<file path="src/rtl/tnoc_vc_credit_manager.sv">
// Per-VC credit counters for one NoC output port: saturating counters, registered
// VC-availability vector and sticky, set-dominant protocol error flags.
module tnoc_vc_credit_manager #(
    parameter int CHANNELS = 2,
    parameter int CREDITS  = 8
) (
    input  logic                                           clk,
    input  logic                                           rst,
    input  logic [CHANNELS-1:0]                            i_flit_sent,
    input  logic [CHANNELS-1:0]                            i_credit_return,
    input  logic                                           i_clear_error,
    output logic [CHANNELS-1:0]                            o_vc_available,
    output logic [CHANNELS*$clog2(CREDITS+1)-1:0]          o_credit_count,
    output logic [CHANNELS-1:0]                            o_overflow,
    output logic [CHANNELS-1:0]                            o_underflow
);

    localparam int CW = $clog2(CREDITS + 1);
    localparam logic [CW-1:0] CNT_FULL = CW'(CREDITS);
    localparam logic [CW-1:0] CNT_ZERO = {CW{1'b0}};
    localparam logic [CW-1:0] CNT_ONE  = CW'(1);

    logic [CHANNELS-1:0][CW-1:0] cnt_q;
    logic [CHANNELS-1:0][CW-1:0] cnt_d;
    logic [CHANNELS-1:0]         avail_q;
    logic [CHANNELS-1:0]         avail_d;
    logic [CHANNELS-1:0]         overflow_q;
    logic [CHANNELS-1:0]         overflow_d;
    logic [CHANNELS-1:0]         underflow_q;
    logic [CHANNELS-1:0]         underflow_d;
    logic [CHANNELS-1:0]         ovf_event_s;
    logic [CHANNELS-1:0]         unf_event_s;

    // Next-state counters: send and return in the same cycle cancel, never wrap.
    always_comb begin
        cnt_d       = cnt_q;
        ovf_event_s = {CHANNELS{1'b0}};
        unf_event_s = {CHANNELS{1'b0}};
        for (int i = 0; i < CHANNELS; i++) begin
            case ({i_flit_sent[i], i_credit_return[i]})
                2'b10: begin
                    if (cnt_q[i] == CNT_ZERO) begin
                        unf_event_s[i] = 1'b1;
                    end else begin
                        cnt_d[i] = cnt_q[i] - CNT_ONE;
                    end
                end
                2'b01: begin
                    if (cnt_q[i] == CNT_FULL) begin
                        ovf_event_s[i] = 1'b1;
                    end else begin
                        cnt_d[i] = cnt_q[i] + CNT_ONE;
                    end
                end
                default: begin
                    cnt_d[i] = cnt_q[i];
                end
            endcase
        end
    end

    // Availability is derived from the next count so it always matches the counter.
    always_comb begin
        avail_d = {CHANNELS{1'b0}};
        for (int i = 0; i < CHANNELS; i++) begin
            avail_d[i] = (cnt_d[i] != CNT_ZERO);
        end
    end

    // Sticky errors; a new event in the same cycle wins over the clear.
    always_comb begin
        overflow_d  = ovf_event_s | (overflow_q  & ~{CHANNELS{i_clear_error}});
        underflow_d = unf_event_s | (underflow_q & ~{CHANNELS{i_clear_error}});
    end

    // State registers; reset restores full credits and discards same-cycle events.
    always_ff @(posedge clk) begin
        if (rst) begin
            cnt_q       <= {CHANNELS{CNT_FULL}};
            avail_q     <= {CHANNELS{1'b1}};
            overflow_q  <= {CHANNELS{1'b0}};
            underflow_q <= {CHANNELS{1'b0}};
        end else begin
            cnt_q       <= cnt_d;
            avail_q     <= avail_d;
            overflow_q  <= overflow_d;
            underflow_q <= underflow_d;
        end
    end

    assign o_credit_count = cnt_q;
    assign o_vc_available = avail_q;
    assign o_overflow     = overflow_q;
    assign o_underflow    = underflow_q;

endmodule

</file>
<file path="config.mk">
export PLATFORM = sky130hd
export DESIGN_NAME = tnoc_vc_credit_manager
export DESIGN_NICKNAME = d
export VERILOG_FILES = /design/src/rtl/tnoc_vc_credit_manager.sv
export SDC_FILE = /design/constraint.sdc
export NUM_CORES = 1
export LEC_CHECK = 0
export ABC_AREA = 1
export BUFFER_PORTS_ARGS = -buffer_cell sky130_fd_sc_hd__buf_2
export CORE_UTILIZATION = 45
export DETAILED_ROUTE_END_ITERATION = 6
export PLACE_DENSITY_LB_ADDON = 0.3
export SLEW_MARGIN = 0
export SYNTH_ARGS = -nofsm -noshare
export SYNTH_HDL_FRONTEND = slang
export SYNTH_SLANG_ARGS = --single-unit
</file>
<file path="constraint.sdc">
create_clock -name clk -period 1.7 [get_ports clk]
set_clock_uncertainty 0.15 [all_clocks]
set_input_delay 0.425 -clock clk [delete_from_list [all_inputs] [get_ports clk]]
set_output_delay 0.425 -clock clk [all_outputs]
set_load 0.01 [all_outputs]
</file>
==> impl_metrics.py <==
metrics = {
    "drt": {
        "drtPass1Iterations": 5,
        "drc": 0,
        "vias": 999,
        "postRouteAntennaNets": 0,
        "first_iter_violations": 31,
        "wl_per_cell_um": 10.18,
        "totalWireLength_um": 2076,
        "via_per_inst": 4.897,
    },
    "final_layout": {
        "design_area_mm2": 0.001147,
        "drive_gt1_share_pct": 23.73,
        "layout.cells.non_filler": 204,
        "area_growth_pct": 22.27,
        "antenna_cells": 0,
        "mostFrequentLayoutCell": "nand2_1",
        "final_nets": 193,
        "mostFrequentLayoutCells": "47 x nand2_1, 22 x inv_1, 20 x buf_2, 19 x nand3_1, 13 x dfxtp_1",
    },
    "critical_path": {
        "end_kind": "output port",
        "cp_max_fo": 8,
        "crit_slowest_cell": "dfxtp_1",
        "path_cells": "buf_2",
        "max_stage_delay_ps": 530,
        "worstSetupPathType": "register to output port",
        "critPathTopFamily": "flip-flops",
        "critPathArrivalTime_ps": 1000,
        "startpoint_type": "register",
        "path_buf_inv": 1,
        "crit_required_ps": 1120,
    },
    "floorplan": {
        "initial_utilization_pct": 47.83,
        "die_area_mm2": 0.002272,
        "fp-row-count": 16,
        "die_h_um": 47.67,
        "coreArea_mm2": 0.001962,
        "ios": 21,
        "die_w_um": 47.67,
    },
    "grt": {
        "grt_pass1_vias": 797,
        "gr-usage-all-layers_pct": 19.04,
        "grt_overflow": 0,
        "grt_first_pass_wirelength_um": 3056,
        "grt_start_max_net_pins": 12,
        "antenna_found_initial": 0,
    },
    "synth": {
        "synth_area_per_cell_um2": 6.341,
        "yosysUniqueCellTypes": 17,
        "synthCells": 148,
        "synth.yosys.warnings": 0,
        "ys_seq_elements": 14,
        "synth_seq_area_share_pct": 29.87,
        "syn-num-nets": 163,
        "synth_area_um2": 938.4,
        "yosysTopAreaCell": "dfxtp_1",
        "synth_top_area_share_pct": 29.87,
        "synthTopCellsByArea": "dfxtp_1 30%, nand2_1 19%, ha_1 11%, nand3_1 10%, inv_1 8.8%",
    },
    "flow_run": {
        "max_cap_violations": 0,
    },
    "placed_design": {
        "place_inst": 200,
        "gp_congestion": 0.9633,
        "place_ws_ps": 12.14,
        "placed_area_mm2": 0.001110,
        "dpl.hpwl_um": 1641,
        "io_buffers": 20,
    },
    "clocking": {
        "cts_num_sinks": 14,
        "clkTransAtPathRegs_ps": 80,
        "ctsHtreeMaxLevel": 1,
        "cts_setup_buffers": 0,
        "postCtsResizedCells": 0,
        "cts-root-buf": "clkbuf_4",
        "cts.path.max_buffers": 2,
        "clk_latency_ps": 270,
        "hold_buffers": 0,
        "cts_tree": "done",
        "cts_made_buffers": 3,
    },
    "sta": {
        "timing.final.crit_share_pct": 92.86,
        "rsz0062_at_grt": "no",
        "hold_violations": 0,
        "slew-limit-headroom_pct": 77.54,
        "worst_slew_pin_slew_ps": 336.4,
        "setup_viol_count_final": 0,
        "finalWorstSetupSlack_ps": 121.3,
        "final.setup.tns_ps": 0,
        "maxSlewViolCount": 0,
        "fin_crit_ps": 1579,
        "max_freq_mhz": 633.4,
    },
    "worst_hold_path": {
        "hp-class": "input port to register",
    },
    "power": {
        "ir_drop_v": 0.0005421,
        "report.power.total_uw": 963.4,
        "power.density_mw_per_mm2": 839.7,
        "p_leak_nw": 0.6625,
    },
    "run_status": {
        "status": "completed",
    },
}
## cell usage after synthesis
cell type  count
nand2_1       47
inv_1         22
nand3_1       19
dfxtp_1       14
nor2_1        10
a21oi_1        8
ha_1           8
nand4_1        5
inv_2          3
nand2_2        3
nor2_2         2
o21ai_1        2
a21oi_2        1
buf_6          1
clkbuf_1       1
nand3_2        1
xor2_1         1
## layout make-up
type / count / area [um2]
fillers: 202 / 814.5
flip-flops and latches: 14 / 281.5
repair buffers: 27 / 152.6
multi-input cells: 107 / 549.3
well taps: 27 / 33.78
inverters: 25 / 93.84
clock buffers: 4 / 36.28
## flip-flops by register name, summed over array words and instances (netlist names)
name            cells
o_credit_count      8
o_underflow         2
o_vc_available      2
o_overflow          2
## per-layer routing
layer | vias up | global-route usage (%) | part of all wire, %
li1 | 521 | - | -
met1 | 445 | 23.80 | 48
met2 | 31 | 31.51 | 46
met3 | 2 | 4.906 | 5.0
met4 | 0 | 7.222 | 0.58
met5 | - | 0 | 0
## logic make-up after synthesis
group | synth area share, %
simple gates | 40.67
buf+inv | 11.60
fa+ha+maj | 10.67
compound gates | 6.267
xor+xnor | 0.9335
flops | 29.87
## per-stage QoR
step                utilization (%)  hold slack (ps)
floorplan                         -            337.5
global placement              56.57            303.4
detailed placement            56.57            310.3
CTS                           58.42            279.1
global route                  58.48            294.6
finish                        58.48            282.4
## final timing paths
| kind | startpoint | to | slack, ps | cells after the start |
|---|---|---|---|---|
| worst min register to register | o_overflow[1] | o_overflow[1] | 320 | 2 |
| worst max register to register | o_credit_count[5] | o_vc_available[1] | 150 | 9 |
| worst min-delay path | i_clear_error | o_underflow[0] | 280 | 4 |
| worst max-delay path | o_credit_count[2] | o_credit_count[2] | 120 | 1 |
## power by group
part | internal, mW | leakage [nW] | total (mW) | switching [mW]
clock network | 0.130 | 0.0210 | 0.231 | 0.101
registers | 0.360 | 0.115 | 0.395 | 0.0355
logic | 0.136 | 0.526 | 0.337 | 0.200
total | 0.626 | 0.663 | 0.963 | 0.337
No activity file was read; power rests on OpenSTA's default activity.
